### src/rtl/compare_search4.sv
// Binary-search controller driving a three-way comparator: guess in, gt/eq/lt back.
// Latency: start->first probe 1 cycle, each response consumed on its sampling edge, last response->done 1 cycle.
// Backpressure: guess is held with guess_valid high until resp_valid is sampled; start ignored while probing.
module compare_search4 #(
    parameter int WIDTH = 4
) (
    input  logic             clk,
    input  logic             rst,
    input  logic             start,
    output logic [WIDTH-1:0] guess,
    output logic             guess_valid,
    input  logic             resp_valid,
    input  logic             aGrtb,
    input  logic             aEqb,
    input  logic             aLessb,
    output logic             busy,
    output logic             done,
    output logic             found,
    output logic             error,
    output logic [WIDTH-1:0] result,
    output logic [2:0]       probe_count
);

    localparam logic [WIDTH:0] MAX = {1'b0, {WIDTH{1'b1}}};

    typedef enum logic [1:0] {
        IDLE  = 2'd0,
        PROBE = 2'd1,
        DONE  = 2'd2
    } state_t;

    state_t           state_q, state_d;
    logic [WIDTH:0]   lo_q, lo_d, hi_q, hi_d, sum;
    logic [WIDTH-1:0] guess_q, guess_d, result_q, result_d;
    logic             found_q, found_d, error_q, error_d;
    logic [2:0]       count_q, count_d;
    logic             one_hot, empty;

    assign one_hot = ({aGrtb, aEqb, aLessb} == 3'b100) ||
                     ({aGrtb, aEqb, aLessb} == 3'b010) ||
                     ({aGrtb, aEqb, aLessb} == 3'b001);

    always_comb begin
        state_d  = state_q;
        lo_d     = lo_q;
        hi_d     = hi_q;
        guess_d  = guess_q;
        result_d = result_q;
        found_d  = found_q;
        error_d  = error_q;
        count_d  = count_q;
        sum      = '0;
        empty    = 1'b0;
        case (state_q)
            IDLE, DONE: begin
                if (start) begin
                    state_d  = PROBE;
                    lo_d     = '0;
                    hi_d     = MAX;
                    guess_d  = MAX[WIDTH:1];
                    count_d  = 3'd1;
                    found_d  = 1'b0;
                    error_d  = 1'b0;
                    result_d = '0;
                end
            end
            PROBE: begin
                if (resp_valid) begin
                    if (!one_hot) begin
                        state_d  = DONE;
                        error_d  = 1'b1;
                        found_d  = 1'b0;
                        result_d = '0;
                    end else if (aEqb) begin
                        state_d  = DONE;
                        found_d  = 1'b1;
                        result_d = guess_q;
                    end else begin
                        if (aGrtb) begin
                            hi_d  = {1'b0, guess_q} - 1'b1;
                            // guess 0 implies lo 0, so hi = -1 means an empty range
                            empty = (guess_q == '0) || (lo_q > hi_d);
                        end else begin
                            lo_d  = {1'b0, guess_q} + 1'b1;
                            empty = lo_d > hi_q;
                        end
                        if (empty) begin
                            state_d  = DONE;
                            found_d  = 1'b0;
                            error_d  = 1'b0;
                            result_d = '0;
                        end else begin
                            sum     = lo_d + hi_d;
                            guess_d = sum[WIDTH:1];
                            count_d = count_q + 3'd1;
                        end
                    end
                end
            end
            default: state_d = IDLE;
        endcase
    end

    always_ff @(posedge clk) begin
        if (rst) begin
            state_q  <= IDLE;
            lo_q     <= '0;
            hi_q     <= MAX;
            guess_q  <= '0;
            result_q <= '0;
            found_q  <= 1'b0;
            error_q  <= 1'b0;
            count_q  <= '0;
        end else begin
            state_q  <= state_d;
            lo_q     <= lo_d;
            hi_q     <= hi_d;
            guess_q  <= guess_d;
            result_q <= result_d;
            found_q  <= found_d;
            error_q  <= error_d;
            count_q  <= count_d;
        end
    end

    assign guess       = guess_q;
    assign guess_valid = (state_q == PROBE);
    assign busy        = (state_q == PROBE);
    assign done        = (state_q == DONE);
    assign found       = found_q;
    assign error       = error_q;
    assign result      = result_q;
    assign probe_count = count_q;

endmodule
### config.mk
export PLATFORM = sky130hd
export DESIGN_NAME = compare_search4
export DESIGN_NICKNAME = d
export VERILOG_FILES = /design/src/rtl/compare_search4.sv
export SDC_FILE = /design/constraint.sdc
export NUM_CORES = 1
export LEC_CHECK = 0
export ABC_AREA = 1
export CORE_MARGIN = 2
export CORE_UTILIZATION = 32
export DETAILED_ROUTE_END_ITERATION = 16
export GPL_TIMING_DRIVEN = 0
export HOLD_SLACK_MARGIN = 0.12
export PLACE_DENSITY = 0.62
export SYNTH_ARGS = -nofsm -noshare
export SYNTH_HDL_FRONTEND = slang
export SYNTH_SLANG_ARGS = --single-unit
### constraint.sdc
create_clock -name clk -period 6.5 [get_ports clk]
set_clock_uncertainty 0.05 [all_clocks]
set_input_delay 0.975 -clock clk [delete_from_list [all_inputs] [get_ports clk]]
set_output_delay 0.975 -clock clk [all_outputs]
set_load 0.02 [all_outputs]
### Word level (Yosys, flattened, before mapping)

Cells that the tools add are included.

| storage, ports and cells | value |
|---|---|
| register bits after elaboration | 25 |
| bits in latches | 0 |
| memory bits (writable) | 0 |
| ROM bits | 0 |
| logic and storage cells | 98 |
| memories | 0 |

| operators by class | value |
|---|---|
| add/subtract/negate cells | 4 |
| multiply operators | 0 |
| divide/modulo/power cells | 0 |
| order comparisons | 2 |
| equality and inequality tests | 13 |
| shifts and indexed selects | 0 |
| mux-type cells | 59 |
| bitwise operators | 0 |
| reduce and logical (&&, ||, !) cells | 12 |

Operators with widths:

| cell | count |
|---|---|
| $mux 5 | 18 |
| $mux 4 | 10 |
| $pmux 5 s2 | 2 |
| $pmux 4 s2 | 2 |
| $mux 3 | 5 |
| $mux 1 | 13 |
| $gt 5x5->1 | 2 |
| $mux 2 | 5 |
| $reduce_and 5->1 | 2 |
| $ne 2x2->1 const B | 4 |
| $pmux 3 s2 | 1 |
| $reduce_and 6->1 | 1 |
| $add 4x1->5 const B | 1 |
| $add 5x5->5 | 1 |
| $sub 4x1->5 const B | 1 |
| $logic_not 4->1 | 1 |
| $ne 4x3->1 const B | 1 |
| $pmux 1 s2 | 2 |
| $pmux 2 s2 | 1 |
| $reduce_and 4->1 | 1 |
| $add 3x1->3 const B | 1 |
| $eq 3x1->1 const B | 1 |
| $eq 3x2->1 const B | 1 |
| $eq 3x3->1 const B | 1 |
| other kinds (10) | 12 |

### Depth between registers and ports, before layout

Gate-level depths: netlist of the first run.

| logic depth | value |
|---|---|
| depth after elaboration | 13 |
| depth in mapped cells | 19 |
| gate-level depth less buffers | 17 |

### Least setup slack after synthesis of the first run

Ideal clock, no wire load.

| path | value |
|---|---|
| kind | input-to-reg |
| from | in aGrtb |
| to | reg guess_q[3], in the netlist guess[3] |
| arrival | 2785 ps |
| slack | 3552 ps |
| stages | 14 |
| path buffers | 2 |
| path through | buf_6 clkinv_4 buf_2 o21ai_0 inv_1 fa_1 or2_2 nand2_1 a21oi_1 a21o_1 nand3_1 nand2_1 nand2_1 nor2_1 |

| on the way | value |
|---|---|
| cells in the longest elaborated chain, start to end | 11 |
| elaborated cells between the ends (all ways) | 29 |

Ends and longest elaborated chain:

| what | line | source |
|---|---|---|
| start, declared | 13 | `input logic aGrtb,` |
| $mux 5 | 79 | `if (aGrtb) begin` |
| $mux 5 | 74 | `end else if (aEqb) begin` |
| $mux 5 | 69 | `if (!one_hot) begin` |
| $mux 5 | 68 | `if (resp_valid) begin` |
| $mux 5 | 54 | `case (state_q)` |
| $add 5x5->5 | 93 | `sum = lo_d + hi_d;` |
| $mux 4 | 87 | `if (empty) begin` |
| $mux 4 | 74 |  |
| $mux 4 | 69 |  |
| $mux 4 | 68 |  |
| $pmux 4 s2 | 54 |  |
| end signal, assigned | 118 | `guess_q <= guess_d;` |
| end, declared | 34 | `logic [WIDTH-1:0] guess_q, guess_d, result_q, result_d;` |

Several ways; a longest one is shown, not always the timed one. The select of a mux whose other input is x is not followed.
A chain may end at the register's enable or synchronous reset.

### Worst setup path in the final report of the first run

| path | value |
|---|---|
| from | reg guess_q[0], in the netlist guess[0] |
| to | reg guess_q[3], in the netlist guess[3] |

| on the way | value |
|---|---|
| cells in the longest elaborated chain, start to end | 12 |
| elaborated cells between the ends (all ways) | 29 |

Ends and longest elaborated chain:

| what | line |
|---|---|
| $add 4x1->5 or $sub 4x1->5 (tied branches) | 84, 80 |
| $mux 5 | 79 |
| $mux 5 | 74 |
| $mux 5 | 69 |
| $mux 5 | 68 |
| $mux 5 | 54 |
| $add 5x5->5 | 93 |
| $mux 4 | 87 |
| $mux 4 | 74 |
| $mux 4 | 69 |
| $mux 4 | 68 |
| $pmux 4 s2 | 54 |

Several ways; a longest one is shown, not always the timed one. The select of a mux whose other input is x is not followed.

==> flow_summary.yaml, run 1 <==
cts:
  htree_levels: 1
  clk-insertion-delay-late_ps: 270
  cts.clk_slew.worst_paths_ps: 90
  holdBufCountCts: 0
  cts_tree: "done"
  clock-sinks: 25
  numCtsBuffers: 3
  clockBufferDepth: 2
  cts_resized: 0
  cts_root_buffer: "clkbuf_8"
  post_cts_buffers: 0
logic_synthesis:
  avgSynthCellArea_sq_um: 6.65
  ys_seq_area_frac: 0.280
  yosys-top-cells-area: "dfxtp_1 (28%), nand2_1 (16%), ha_1 (12%)"
  synthCells: 269
  ys_ff_latch: 25
  syn_area_sq_um: 1790
  yosys.area.top_type: "dfxtp_1"
  yosysTopAreaCellShare: 0.280
  ys_types: 32
  syn_nets: 294
  yosysWarningCount: 0
cells_and_area:
  synthToLayoutAreaGrowth_pct: 19.3
  final_nets: 320
  design_area_sq_um: 2130
  antenna-diode-count: 0
  multi_input_area_sq_um: 1070
  final_common_cell: "nand2_1"
  final_cell_mix: "nand2_1 (78), inv_1 (34), nor2_1 (31)"
  nFillCells: 606
  area.sequential_sq_um: 500
  drive_gt1_frac: 0.105
critical_path:
  crit_buf_inv: 3
  r2r_slack_ps: 3370
  worstPathArrival_ps: 3260
  path_class: "register to register"
  crit_chain: "inv_1 -> ha_1 -> inv_1 -> o21ai_0 -> inv_1 -> fa_1 -> or2_2 -> nand2_1 -> a21oi_1 -> a21o_1 -> nand3_1 -> nand2_1 -> nand2_1 -> nor2_1"
  cpPeakStageDelay_ps: 580
  cp_max_fo: 10
  reg2reg_to: "guess[3]"
  crit_family: "adder cells"
  worst_ep_required_time_ps: 6630
  critPathSlowestCell: "dfxtp_1"
  worstRegToRegCells: 14
  rr_startpoint: "guess[0]"
  critPathLaunchType: "register"
  cp-end-kind: "register"
grt:
  track_usage: 0.143
  antenna_found_initial: 0
  grt_pass1_vias: 1530
  grt_overflow: 0
  grt_pass1_wl_um: 7140
  grt_max_degree: 14
floorplanning:
  dieArea_sq_um: 6200
  die_x_um: 78.8
  start_util: 0.329
  core-area_sq_um: 5440
  io_pins: 23
  die_h_um: 78.8
  row_count: 27
timing:
  rsz0062_at_grt: "no"
  setup_slack_ps: 3370
  hold_viol_final: 0
  slew_headroom: 0.663
  holdWs_ps: 413
  timing.setup.tns_ps: 0
  fmax_mhz: 319
  worstMarginPinSlew_ps: 500
  finalCriticalPeriod_ps: 3130
  setup_viol_count_final: 0
  finalCritPeriodShare: 0.482
  slew_violations: 0
drt:
  firstDrtPassIters: 4
  drtAntennaViolNets: 0
  wl_um: 4060
  routedWlPerCell_um: 11.1
  vias: 1649
  drc: 0
  avgViaCountPerCell: 4.51
  drt-initial-drc-count: 73
placement:
  placed_cell_area_sq_um: 2090
  gp_congestion: 0.831
  port_buffers: 21
  hpwl_um: 3180
  dpl_worst_slack_ps: 3320
power_and_ir_drop:
  p_leak_nw: 1.01
  ir_worst_vdd_uv: 119
  p_per_area_nw_per_um2: 209
  design_power_total_w: 0.000446
status:
  status: "complete, no violations"
worst_hold_path:
  whs_endpoint: "result[1]"
  holdCritPathClass: "register to register"
  hold_path_depth: 2
  min_from: "result[1]"
run:
  maxCapViolations: 0
==> cell type report <==
type,count,area share
Multi-Input combinational cell,194,0.501
Clock buffer,4,0.0211
Timing Repair Buffer,21,0.0985
Sequential cell,25,0.235
Inverter,42,0.0774
Buffer,8,0.0252
Tap cell,72,0.0422
==> kinds of logic after synthesis <==
family          count (synthesis)  share of synthesized area
compound gates                 40                      0.132
xor+xnor                        4                     0.0196
fa+ha+maj                      18                      0.130
buf+inv                        50                      0.122
flops                          25                      0.280
simple gates                  132                      0.316
==> worst max path at each step <==
stage / startpoint / to / slack (ps) / cells after the start
after detailed placement: aGrtb / guess[3] / 3320 / 14
final: guess[0] / guess[3] / 3370 / 14
after floorplan: aGrtb / guess[3] / 3550 / 14
after global placement: aGrtb / guess[3] / 3330 / 14
after CTS: guess[0] / guess[3] / 3360 / 14
after global routing: guess[0] / guess[3] / 3040 / 14
==> worst register-to-register path: cells and delay by family, from the launching register on <==
| family | cells | cell delay, ps |
|---|---|---|
| simple gates | 6 | 580 |
| fa+ha+maj | 2 | 850 |
| flops | 1 | 580 |
| compound gates | 3 | 640 |
| buf+inv | 3 | 340 |
==> synth_stat cells <==
cell type and instances:
a21o_1 1, a21oi_1 15, a22oi_1 4, a32oi_1 1, buf_2 4, buf_4 1, buf_6 2, clkbuf_1 1
clkinv_4 1, dfxtp_1 25, fa_1 1, ha_1 17, inv_1 34, inv_2 6, inv_4 1, nand2_1 78
nand2_2 2, nand2_4 2, nand3_1 11, nand3_2 2, nor2_1 31, nor2_2 2, nor2_4 2, nor3_1 1
o21ai_0 12, o21ai_1 2, o21ai_2 1, o21ai_4 1, o22ai_1 3, or2_2 1, xnor2_1 1, xor2_1 3
==> metal layers <==
metal  vias up  part of all wire  GRT usage
met4         0            0.0089     0.0263
li1        891                 -          -
met5         -                 0          0
met1       736              0.52      0.204
met3         4             0.030     0.0273
met2        18              0.44      0.226
==> through the flow <==
step	cells	util
after floorplan	269	-
after global placement	362	0.384
after detailed placement	362	0.384
after CTS	366	0.392
after global routing	366	0.392
final	366	0.392
==> registers in the layout, summed over array words and instances (netlist names) <==
name,flops
lo_q,5
error,1
found,1
guess,4
probe_count,3
hi_q,5
result,4
state_q,2
==> power breakdown <==
part | total (W) | switching, W | internal (W)
sequential | 0.000175 | 0.0000125 | 0.000162
combinational | 0.000178 | 0.000108 | 0.0000698
clock | 0.0000938 | 0.0000498 | 0.0000439
No activity file was read; power rests on OpenSTA's default activity.
==> inputs of run 2 (changes only) <==
--- a/config.mk
+++ b/config.mk
@@ -11,7 +11,7 @@
 export DETAILED_ROUTE_END_ITERATION = 16
 export GPL_TIMING_DRIVEN = 0
 export HOLD_SLACK_MARGIN = 0.12
-export PLACE_DENSITY = 0.62
+export PLACE_DENSITY = 0.64
 export SYNTH_ARGS = -nofsm -noshare
 export SYNTH_HDL_FRONTEND = slang
 export SYNTH_SLANG_ARGS = --single-unit
==> constraint.sdc (replaced) <==
create_clock -name clk -period 2.55 [get_ports clk]
set_clock_uncertainty 0.05 [all_clocks]
set_input_delay 0.3825 -clock clk [delete_from_list [all_inputs] [get_ports clk]]
set_output_delay 0.3825 -clock clk [all_outputs]
set_load 0.02 [all_outputs]
==> run 2 against run 1 <==
Effect of this change: sequential cell count did not move; highest routed layer unchanged; worst setup slack got worse by 3300 ps; fmax rose by 28%; critical endpoint unchanged; non-clock buffer count rose by 5; cell count rose by 1.4%; combinational power increased to 2.9 times the previous value; sequential share of layout area shrank 0.66 points; routed wire length increased by 3.2%.
==> flow_summary.yaml, run 2 (same netlist as run 1, synthesis figures left out) <==
timing:
  slew_violations: 0
  setup_slack_ps: 103
  finalCriticalPeriod_ps: 2450
  rsz0062_at_grt: "yes"
  finalCritPeriodShare: 0.960
  slew_headroom: 0.681
  setup_viol_count_final: 0
  hold_viol_final: 0
  worstMarginPinSlew_ps: 479
  fmax_mhz: 409
power_and_ir_drop:
  ir_worst_vdd_uv: 219
  p_int_w: 0.000744
  p_clk_frac: 0.197
  switching_power_w: 0.000459
  combinationalPowerShare: 0.435
  seq_power_share: 0.368
  p_per_area_nw_per_um2: 540
  p_leak_nw: 1.05
  switching_share: 0.382
cts:
  clock-sinks: 25
  cts.clk_slew.worst_paths_ps: 90
  holdBufCountCts: 0
  numCtsBuffers: 3
  clockBufferDepth: 2
  cts_tree: "done"
  clk-insertion-delay-late_ps: 260
  htree_levels: 1
  cts_root_buffer: "clkbuf_8"
drt:
  routedWlPerCell_um: 11.3
  drtAntennaViolNets: 0
  drc: 0
  drt-initial-drc-count: 69
  avgViaCountPerCell: 4.52
  wl_um: 4190
  vias: 1676
  firstDrtPassIters: 4
worst_hold_path:
  min_from: "result[0]"
  hold_path_depth: 2
  holdCritPathClass: "register to register"
  whs_endpoint: "result[0]"
floorplanning:
  core-area_sq_um: 5440
  start_util: 0.329
  die_x_um: 78.8
  die_h_um: 78.8
  io_pins: 23
  row_count: 27
  dieArea_sq_um: 6200
critical_path:
  worst_ep_required_time_ps: 2670
  critPathLaunchType: "register"
  rr_startpoint: "guess[0]"
  reg2reg_to: "guess[3]"
  path_class: "register to register"
  cp_max_fo: 4
  cp-end-kind: "register"
  worstPathArrival_ps: 2560
  r2r_slack_ps: 100
  worstRegToRegCells: 14
grt:
  track_usage: 0.138
  grt_pass1_vias: 1484
  grt_overflow: 0
  grt_pass1_wl_um: 6890
  grt_max_degree: 14
  antenna_found_initial: 0
status:
  status: "complete, no violations"
cells_and_area:
  antenna-diode-count: 0
  synthToLayoutAreaGrowth_pct: 24.6
  final_cell_mix: "nand2_1 (76), inv_1 (33), nor2_1 (30)"
  final_nets: 325
  nFillCells: 594
  drive_gt1_frac: 0.161
  fin_cells: 371
  largestRegisters: "hi_q (5), lo_q (5)"
  final_common_cell: "nand2_1"
placement:
  dpl_worst_slack_ps: -291
  port_buffers: 21
  hpwl_um: 3110
  gp_congestion: 0.840
  dp.cells: 362
run:
  maxCapViolations: 0
-- run 2: changes by cell type in the layout (fill, tap and decap cells not counted), moves of 2 or more --
cell / before / now
o21ai_0: 12 / 10
buf_4: 1 / 7
dfxtp_1: 25 / 23
nand2_2: 2 / 4
o21ai_2: 1 / 3
dfxtp_4: 0 / 2
nand2_1: 78 / 76
-- run 2: power groups by stage --
stage	Sequential (W)	Combinational, W	Clock (W)
after global routing	0.000445	0.000586	0.000258
after detailed placement	0.000457	0.000453	0
after CTS	0.000443	0.000484	0.000244
after global placement	0.000457	0.000448	0
after floorplan	0.000467	0.000309	0
final	0.000443	0.000524	0.000237
-- run 2: how the worst max path moves through the flow --
stage | start | end | slack [ps] | cells past startpoint
2_1_floorplan | guess[0] | guess[3] | 40 | 14
3_3_place_gp | guess[0] | guess[3] | -280 | 14
3_5_place_dp | guess[0] | guess[3] | -290 | 14
4_1_cts | guess[1] | guess[3] | 30 | 14
5_1_grt | guess[0] | guess[3] | -20 | 14
6_report | guess[0] | guess[3] | 100 | 14
-- run 2: layout make-up --
type | instances | area (sq um) | area share
inverters | 42 | 165 | 0.0741
flip-flops and latches | 25 | 508 | 0.228
multi-input cells | 194 | 1120 | 0.501
well taps | 72 | 90.1 | 0.0404
plain buffers | 8 | 56.3 | 0.0253
clock buffers | 4 | 45.0 | 0.0202
repair buffers | 26 | 248 | 0.111
-- run 2: repair_timing --
action / CTS / global route
endpoints found under the hold margin: 0 / 0
buffers inserted: 2 / 3
pin swaps: 1 / 3
gates resized for setup: 4 / 10
endpoints found under the setup margin: 2 / 13
-- run 2: critical path: stages, from the launching register on --
cell,delay (ps)
dfxtp_4,370
inv_1,90
ha_4,310
inv_1,50
o21ai_2,150
inv_1,80
fa_1,430
or2_2,310
nand2_1,70
a21oi_1,70
a21o_1,150
nand3_1,70
nand2_1,50
nand2_1,50
nor2_1,40
-- run 2: routing by layer --
metal / vias up / global-route usage / share of wire
met2: 22 / 0.221 / 0.44
met3: 2 / 0.0182 / 0.031
met1: 744 / 0.202 / 0.52
met4: 0 / 0.0211 / 0.0060
met5: - / 0 / 0
li1: 908 / - / -
-- run 2: stage by stage --
stage / cell area (sq um) / power, W / util / setup TNS (ps) / hold slack (ps)
after floorplan: 1790 / 0.000776 / - / 0 / 402
after global placement: 2090 / 0.000905 / 0.384 / -382 / 399
after detailed placement: 2090 / 0.000911 / 0.384 / -410 / 402
after CTS: 2170 / 0.00117 / 0.399 / 0 / 416
after global routing: 2230 / 0.00129 / 0.410 / -20.3 / 448
final: 2230 / 0.00120 / 0.410 / 0 / 415
==> inputs of run 3 (changes only) <==
--- a/config.mk
+++ b/config.mk
@@ -8,6 +8,7 @@
 export ABC_AREA = 1
 export CORE_MARGIN = 2
 export CORE_UTILIZATION = 32
+export CTS_CLUSTER_DIAMETER = 120
 export DETAILED_ROUTE_END_ITERATION = 16
 export GPL_TIMING_DRIVEN = 0
 export HOLD_SLACK_MARGIN = 0.12
==> results of run 3 <==
Final layout, timing and power as in run 2 (identical DEF).
